$ cat config.mk
export PLATFORM = sky130hd
export DESIGN_NAME = multicycle_controller_flat
export DESIGN_NICKNAME = d
export VERILOG_FILES = /design/src/rtl/multicycle_controller_pkg.sv /design/src/rtl/multicycle_controller_if.sv /design/src/rtl/multicycle_controller_timer.sv /design/src/rtl/multicycle_controller.sv /design/src/flat_wrapper.sv
export SDC_FILE = /design/constraint.sdc
export NUM_CORES = 1
export LEC_CHECK = 0
export CAP_MARGIN = 20
export CORE_MARGIN = 1
export CORE_UTILIZATION = 50
export DETAILED_ROUTE_END_ITERATION = 8
export PLACE_DENSITY_LB_ADDON = 0.08
export SKIP_CTS_REPAIR_TIMING = 1
export SYNTH_ARGS = -nofsm -noshare
export SYNTH_HDL_FRONTEND = slang
export SYNTH_SLANG_ARGS = --single-unit
$ cat constraint.sdc
create_clock -name clk -period 2.45 [get_ports clk]
set_input_delay 0.3675 -clock clk [delete_from_list [all_inputs] [get_ports clk]]
set_output_delay 0.3675 -clock clk [all_outputs]
set_load 0.02 [all_outputs]
$ cat src/rtl/multicycle_controller_pkg.sv
// Shared opcodes, ALU operation classes and FSM states for the
// multi-cycle controller.
package ctrl_pkg;

    localparam logic [6:0] OPC_R    = 7'b0110011;
    localparam logic [6:0] OPC_I    = 7'b0010011;
    localparam logic [6:0] OPC_LW   = 7'b0000011;
    localparam logic [6:0] OPC_SW   = 7'b0100011;
    localparam logic [6:0] OPC_BR   = 7'b1100011;
    localparam logic [6:0] OPC_JAL  = 7'b1101111;
    localparam logic [6:0] OPC_JALR = 7'b1100111;
    localparam logic [6:0] OPC_HALT = 7'b0000001;

    localparam logic [1:0] ALUOP_MEM   = 2'b00;
    localparam logic [1:0] ALUOP_BR    = 2'b01;
    localparam logic [1:0] ALUOP_ARITH = 2'b10;
    localparam logic [1:0] ALUOP_JUMP  = 2'b11;

    typedef enum logic [2:0] {
        ST_START,
        ST_FETCH,
        ST_DECODE,
        ST_EXEC,
        ST_MEM,
        ST_WB,
        ST_HALTED,
        ST_ERROR
    } state_e;

    function automatic logic is_known_opcode(input logic [6:0] opc);
        return opc inside {OPC_R, OPC_I, OPC_LW, OPC_SW,
                           OPC_BR, OPC_JAL, OPC_JALR, OPC_HALT};
    endfunction

endpackage

$ cat src/rtl/multicycle_controller_if.sv
// Controller <-> datapath/memory bundle: opcode, memory handshake,
// halt request and all per-state datapath strobes.
interface multicycle_controller_if #(
    parameter int ALUOP_W = 2
);
    logic [6:0]         opcode;
    logic               mem_ready;
    logic               halt_req;
    logic               mem_req;
    logic               mem_we;
    logic               ir_write;
    logic               pc_write;
    logic               alu_src;
    logic               mem_to_reg;
    logic               reg_write;
    logic [ALUOP_W-1:0] alu_op;
    logic               branch;
    logic               halt;
    logic               mem_err;
    logic               illegal_op;

    modport master (
        input  opcode, mem_ready, halt_req,
        output mem_req, mem_we, ir_write, pc_write, alu_src,
               mem_to_reg, reg_write, alu_op, branch, halt,
               mem_err, illegal_op
    );

    modport slave (
        output opcode, mem_ready, halt_req,
        input  mem_req, mem_we, ir_write, pc_write, alu_src,
               mem_to_reg, reg_write, alu_op, branch, halt,
               mem_err, illegal_op
    );
endinterface

$ cat src/rtl/multicycle_controller_timer.sv
// Memory wait counter: counts request cycles without ready and flags
// when the wait limit is reached (MEM_TIMEOUT=0 never expires).
module mem_wait_timer #(
    parameter int MEM_TIMEOUT = 16
) (
    input  logic clk,
    input  logic reset,
    input  logic clear,
    input  logic waiting,
    output logic expired
);
    localparam int CW =
        (MEM_TIMEOUT > 0) ? $clog2(MEM_TIMEOUT + 1) : 1;
    localparam logic [CW-1:0] LIMIT = CW'(MEM_TIMEOUT);

    logic [CW-1:0] r_cnt;

    // Saturates at the limit so a disabled timer never wraps
    always_ff @(posedge clk or negedge reset) begin
        if (!reset)
            r_cnt <= '0;
        else if (clear)
            r_cnt <= '0;
        else if (waiting && r_cnt != LIMIT)
            r_cnt <= r_cnt + CW'(1);
    end

    assign expired = (MEM_TIMEOUT != 0) && (r_cnt == LIMIT);

endmodule

$ cat src/rtl/multicycle_controller.sv
// Moore FSM sequencing RV32I-subset instructions through FETCH..WB.
// Optional: MULTICYCLE_CTRL_ILLEGAL_TRAP_EN traps unknown opcodes.
module multicycle_controller
    import ctrl_pkg::*;
#(
    parameter int MEM_TIMEOUT = 16,
    parameter int ALUOP_W     = 2
) (
    input  logic clk,
    input  logic reset,
    multicycle_controller_if.master bus
);
    state_e     r_state;
    state_e     w_next;
    state_e     w_bound;
    logic [6:0] r_opc;
    logic       w_wait;
    logic       w_clear;
    logic       w_expired;
`ifdef MULTICYCLE_CTRL_ILLEGAL_TRAP_EN
    logic       r_illegal;
`endif

    mem_wait_timer #(.MEM_TIMEOUT(MEM_TIMEOUT)) u_timer (
        .clk     (clk),
        .reset   (reset),
        .clear   (w_clear),
        .waiting (w_wait),
        .expired (w_expired)
    );

    assign w_clear = (w_next != r_state);
    // Instruction boundary: halt_req diverts the next fetch
    assign w_bound = bus.halt_req ? ST_HALTED : ST_FETCH;

    always_ff @(posedge clk or negedge reset) begin
        if (!reset) begin
            r_state <= ST_START;
            r_opc   <= '0;
        end else begin
            r_state <= w_next;
            if (r_state == ST_DECODE)
                r_opc <= bus.opcode;
        end
    end

`ifdef MULTICYCLE_CTRL_ILLEGAL_TRAP_EN
    always_ff @(posedge clk or negedge reset) begin
        if (!reset)
            r_illegal <= 1'b0;
        else if (r_state == ST_DECODE && w_next == ST_ERROR)
            r_illegal <= 1'b1;
    end
    assign bus.illegal_op = r_illegal;
`else
    assign bus.illegal_op = 1'b0;
`endif

    always_comb begin
        w_next         = r_state;
        w_wait         = 1'b0;
        bus.mem_req    = 1'b0;
        bus.mem_we     = 1'b0;
        bus.ir_write   = 1'b0;
        bus.pc_write   = 1'b0;
        bus.alu_src    = 1'b0;
        bus.mem_to_reg = 1'b0;
        bus.reg_write  = 1'b0;
        bus.alu_op     = '0;
        bus.branch     = 1'b0;
        bus.halt       = 1'b0;
        bus.mem_err    = 1'b0;
        case (r_state)
            ST_START: w_next = w_bound;
            ST_FETCH: begin
                bus.mem_req = 1'b1;
                w_wait      = !bus.mem_ready;
                if (bus.mem_ready) begin
                    bus.ir_write = 1'b1;
                    bus.pc_write = 1'b1;
                    w_next       = ST_DECODE;
                end else if (w_expired) begin
                    w_next = ST_ERROR;
                end
            end
            ST_DECODE: begin
                if (bus.opcode == OPC_HALT)
                    w_next = ST_HALTED;
`ifdef MULTICYCLE_CTRL_ILLEGAL_TRAP_EN
                else if (!is_known_opcode(bus.opcode))
                    w_next = ST_ERROR;
`endif
                else
                    w_next = ST_EXEC;
            end
            ST_EXEC: begin
                case (r_opc)
                    OPC_R: begin
                        bus.alu_op = ALUOP_W'(ALUOP_ARITH);
                        w_next     = ST_WB;
                    end
                    OPC_I: begin
                        bus.alu_src = 1'b1;
                        bus.alu_op  = ALUOP_W'(ALUOP_ARITH);
                        w_next      = ST_WB;
                    end
                    OPC_LW, OPC_SW: begin
                        bus.alu_src = 1'b1;
                        bus.alu_op  = ALUOP_W'(ALUOP_MEM);
                        w_next      = ST_MEM;
                    end
                    OPC_BR: begin
                        bus.branch = 1'b1;
                        bus.alu_op = ALUOP_W'(ALUOP_BR);
                        w_next     = w_bound;
                    end
                    OPC_JAL: begin
                        bus.reg_write = 1'b1;
                        bus.pc_write  = 1'b1;
                        bus.alu_op    = ALUOP_W'(ALUOP_JUMP);
                        w_next        = w_bound;
                    end
                    OPC_JALR: begin
                        bus.reg_write = 1'b1;
                        bus.branch    = 1'b1;
                        bus.pc_write  = 1'b1;
                        bus.alu_op    = ALUOP_W'(ALUOP_JUMP);
                        w_next        = w_bound;
                    end
                    default: w_next = w_bound;
                endcase
            end
            ST_MEM: begin
                bus.mem_req = 1'b1;
                bus.mem_we  = (r_opc == OPC_SW);
                bus.alu_src = 1'b1;
                w_wait      = !bus.mem_ready;
                if (bus.mem_ready)
                    w_next = (r_opc == OPC_SW) ? w_bound : ST_WB;
                else if (w_expired)
                    w_next = ST_ERROR;
            end
            ST_WB: begin
                bus.reg_write  = 1'b1;
                bus.mem_to_reg = (r_opc == OPC_LW);
                w_next         = w_bound;
            end
            ST_HALTED: bus.halt = 1'b1;
            ST_ERROR: begin
                bus.halt = 1'b1;
`ifdef MULTICYCLE_CTRL_ILLEGAL_TRAP_EN
                bus.mem_err = !r_illegal;
`else
                bus.mem_err = 1'b1;
`endif
            end
            default: w_next = ST_START;
        endcase
    end

endmodule
$ cat src/flat_wrapper.sv
// flat-port wrapper written by rule: the top's interface ports become plain ports
module multicycle_controller_flat import ctrl_pkg::*;
#(
    parameter int MEM_TIMEOUT = 16,
    parameter int ALUOP_W     = 2
)
  (clk, reset, bus_opcode, bus_mem_ready, bus_halt_req, bus_mem_req, bus_mem_we, bus_ir_write, bus_pc_write, bus_alu_src, bus_mem_to_reg, bus_reg_write, bus_alu_op, bus_branch, bus_halt, bus_mem_err, bus_illegal_op);
  multicycle_controller_if #(.ALUOP_W(ALUOP_W)) bus_i ();
  input  logic clk;
  input  logic reset;
  input wire logic [$bits(bus_i.opcode)-1:0] bus_opcode;
  input wire logic [$bits(bus_i.mem_ready)-1:0] bus_mem_ready;
  input wire logic [$bits(bus_i.halt_req)-1:0] bus_halt_req;
  output wire logic [$bits(bus_i.mem_req)-1:0] bus_mem_req;
  output wire logic [$bits(bus_i.mem_we)-1:0] bus_mem_we;
  output wire logic [$bits(bus_i.ir_write)-1:0] bus_ir_write;
  output wire logic [$bits(bus_i.pc_write)-1:0] bus_pc_write;
  output wire logic [$bits(bus_i.alu_src)-1:0] bus_alu_src;
  output wire logic [$bits(bus_i.mem_to_reg)-1:0] bus_mem_to_reg;
  output wire logic [$bits(bus_i.reg_write)-1:0] bus_reg_write;
  output wire logic [$bits(bus_i.alu_op)-1:0] bus_alu_op;
  output wire logic [$bits(bus_i.branch)-1:0] bus_branch;
  output wire logic [$bits(bus_i.halt)-1:0] bus_halt;
  output wire logic [$bits(bus_i.mem_err)-1:0] bus_mem_err;
  output wire logic [$bits(bus_i.illegal_op)-1:0] bus_illegal_op;
  assign bus_i.opcode = bus_opcode;
  assign bus_i.mem_ready = bus_mem_ready;
  assign bus_i.halt_req = bus_halt_req;
  assign bus_mem_req = bus_i.mem_req;
  assign bus_mem_we = bus_i.mem_we;
  assign bus_ir_write = bus_i.ir_write;
  assign bus_pc_write = bus_i.pc_write;
  assign bus_alu_src = bus_i.alu_src;
  assign bus_mem_to_reg = bus_i.mem_to_reg;
  assign bus_reg_write = bus_i.reg_write;
  assign bus_alu_op = bus_i.alu_op;
  assign bus_branch = bus_i.branch;
  assign bus_halt = bus_i.halt;
  assign bus_mem_err = bus_i.mem_err;
  assign bus_illegal_op = bus_i.illegal_op;
  multicycle_controller #(.MEM_TIMEOUT(MEM_TIMEOUT), .ALUOP_W(ALUOP_W)) u_core (.clk(clk), .reset(reset), .bus(bus_i));
endmodule
==> flow_summary.yaml <==
outcome:
  status: "finished clean"
floorplan:
  row_count: 16
  initial_core_util: 0.5546
  die_w_um: 49.83
  core_um2: 2062
  dieArea_um2: 2483
  ios: 24
  die_h_um: 49.83
clock_network:
  clk_latency_ns: 0.28
  cts_tree: "done"
  cts_buffers: 3
  numClockSinks: 15
  clkSlewWorstSetupHoldPaths_ns: 0.09
  h-tree-depth: 1
  clock_path_buffers: 2
  cts_root_buf: "clkbuf_4"
critical_path:
  end_kind: "primary output"
  worstPathRequired_ns: 2.08
  crit_path_start_kind: "register"
  max_stage_delay_ns: 0.61
  cp.arrival_ns: 1.97
  crit_chain: "and2b_4, nand4_1, nor2_1, clkdlybuf4s50_1"
  crit_path_max_fanout: 9
  path_buf_inv: 1
  timing.rr.end: "u_core.u_timer.r_cnt[3]$_DFFE_PN0P_"
  path_class: "register to primary output"
  r2r_start: "u_core.u_timer.r_cnt[0]$_DFFE_PN0P_"
  cp.depth: 4
  cpLargestDelayFamily: "buffers and inverters"
  slowest_stage: "clkdlybuf4s50_1"
  r2r_cells: 8
  regToRegSetupSlack_ns: 0.46
timing:
  finalCritPeriodShare: 0.9541
  hold_ws_ns: 0.4812
  slew_headroom: 0.5547
  slew_violations: 0
  finalHoldViolCount: 0
  grt_setup_unrepaired: "no"
  timing.fmax_ghz: 0.4278
  finalSetupTns_ns: 0
  skew_ns: 0.001465
  period_minus_slack_ns: 2.338
  setup_viol: 0
  tightest_slew_ns: 0.6658
drt:
  vias: 1024
  ant_nets: 0
  drt-met1-wl_um: 1216
  drt_iter0_drc: 28
  vias_per_cell: 6.095
  wl_met3_um: 94
  wirelength_um: 2623
  wl_per_cell_um: 15.61
  wl_met2_um: 1270
  drt_first_pass_iters: 4
  drc: 0
  highest_layer: "met4"
power:
  p_leak_nw: 0.7076
  ir_drop_uv: 560.0
  p_int_w: 0.0008209
  power_w: 0.001462
  p_sw_frac: 0.4386
  pwr-share-seq: 0.348
  comb_power_share: 0.554
  clockPowerShare: 0.098
  powerDensity_nw_per_um2: 1013
  switchingPower_w: 0.0006414
logic_synthesis:
  dominantRegCellSynth: "dfrtp_1"
  synthTopCellsByCount: "dfrtp_1, nor2_1, mux2_2, nand2_1, nor4_1"
  ys_types: 52
  synth_edf_count: 0
  yosys_warnings: 0
  synth_top_area_frac: 0.3282
  synth_largest_area_cell: "dfrtp_1"
  yosysMostFrequentCell: "dfrtp_1"
  ys_top_cells_by_area: "dfrtp_1, mux2_2, nor4_1"
  netlist_area_um2: 1144
  ys_ff_latch: 15
  async_flop_share: 1.000
  ys_seq_area_frac: 0.3282
  syn_nets: 127
  avgSynthCellArea_um2: 10.03
  syn_inst: 114
placed_design:
  place_hpwl_um: 2045
  gp_congestion: 0.8956
  io_buffers: 22
  placed_area_um2: 1391
grt:
  overflow: 0
  first_global_vias: 1041
  grt_pass1_wl_um: 4519
  antenna_found_initial: 0
  grt_max_degree: 16
  grtUsageTotal: 0.2404
finish:
  seq_area_um2: 379.1
  final_nets: 155
  area_delta_synth_final_pct: 26.26
  design_area_um2: 1444
  final_util: 0.7002
  antenna_cells: 0
  layout-drive-gt1-share: 0.2624
  fillCellCount: 164
  multi_input_area_um2: 711.9
min_path:
  hold_path_class: "input pin to asynchronous set/reset pin"
flow_run:
  drv_cap: 0
[through the flow]
| step | setup WS [ns] | std cells |
|---|---|---|
| detailed placement | 0.2368 | 164 |
| finish | 0.1124 | 168 |
| CTS | -0.08319 | 168 |
| global route | 0.02136 | 168 |
| global placement | 0.2288 | 164 |
| floorplan | 0.7490 | 114 |
[power by group through the flow]
| stage | combinational, W | clock, W | sequential (W) |
|---|---|---|---|
| 2_1_floorplan | 0.000656 | 0 | 0.000425 |
| 3_3_place_gp | 0.000792 | 0 | 0.000490 |
| 3_5_place_dp | 0.000806 | 0 | 0.000494 |
| 4_1_cts | 0.000812 | 0.000143 | 0.000488 |
| 5_1_grt | 0.000882 | 0.000155 | 0.000530 |
| 6_report | 0.000810 | 0.000143 | 0.000509 |
[placed cells by master, fill, tap and decap left out, drive strengths merged, types with 2 or more instances in the layout]
| cell | instances |
|---|---|
| buf | 5 |
| o32a | 2 |
| dlymetal6s2s | 6 |
| nor2 | 8 |
| nor3b | 2 |
| mux2i | 2 |
| or3b | 2 |
| xnor2 | 2 |
| nand2 | 7 |
| mux2 | 6 |
| nand3 | 2 |
| clkdlybuf4s50 | 16 |
| nand4 | 4 |
| ha | 2 |
| clkbuf | 3 |
| inv | 5 |
| and3 | 5 |
| o21a | 3 |
| nand2b | 2 |
| and4 | 2 |
| a21oi | 5 |
| nor4 | 6 |
| dfrtp | 15 |
| o32ai | 2 |
| xor2 | 3 |
| o21ai | 3 |
| nor3 | 2 |
[cell families after synthesis]
logic type / count (synthesis) / synth area share
simple gates: 50 / 0.2910
compound gates: 24 / 0.1794
flops: 15 / 0.3282
buf+inv: 9 / 0.05470
mux: 8 / 0.07658
xor+xnor: 5 / 0.04487
fa+ha+maj: 2 / 0.02188
other cells: 1 / 0.003279
[final cells by class]
class / count / area share
tap: 27 / 0.02340
clock buffer: 3 / 0.01560
clock inverter: 1 / 0.003466
inverter: 5 / 0.01300
sequential: 15 / 0.2626
multi-input combinational: 90 / 0.4931
timing repair buffer: 27 / 0.1889
[state kept, by name, indices dropped and copies added, names as in the netlist]
name / cells
u_core.r_state: 3
u_core.u_timer.r_cnt: 5
u_core.r_opc: 7
[how the worst max path moves through the flow]
stage                    endpoint  slack, ns                   startpoint
detailed placement  bus_alu_op[1]       0.24  u_core.r_opc[2]$_DFFE_PN0P_
global route           bus_branch       0.02  u_core.r_state[2]$_DFF_PN0_
finish                 bus_branch       0.11  u_core.r_state[2]$_DFF_PN0_
floorplan           bus_alu_op[1]       0.75  u_core.r_opc[2]$_DFFE_PN0P_
global placement    bus_alu_op[1]       0.23  u_core.r_opc[2]$_DFFE_PN0P_
CTS                 bus_alu_op[1]      -0.08  u_core.r_opc[2]$_DFFE_PN0P_
[routing by layer]
metal,GRT usage,vias to the layer above
met4,0.06667,0
met2,0.4099,32
li1,-,486
met1,0.3151,499
met3,0.03395,7
met5,0,-
Note: power is estimated with default switching activity, not from simulation.
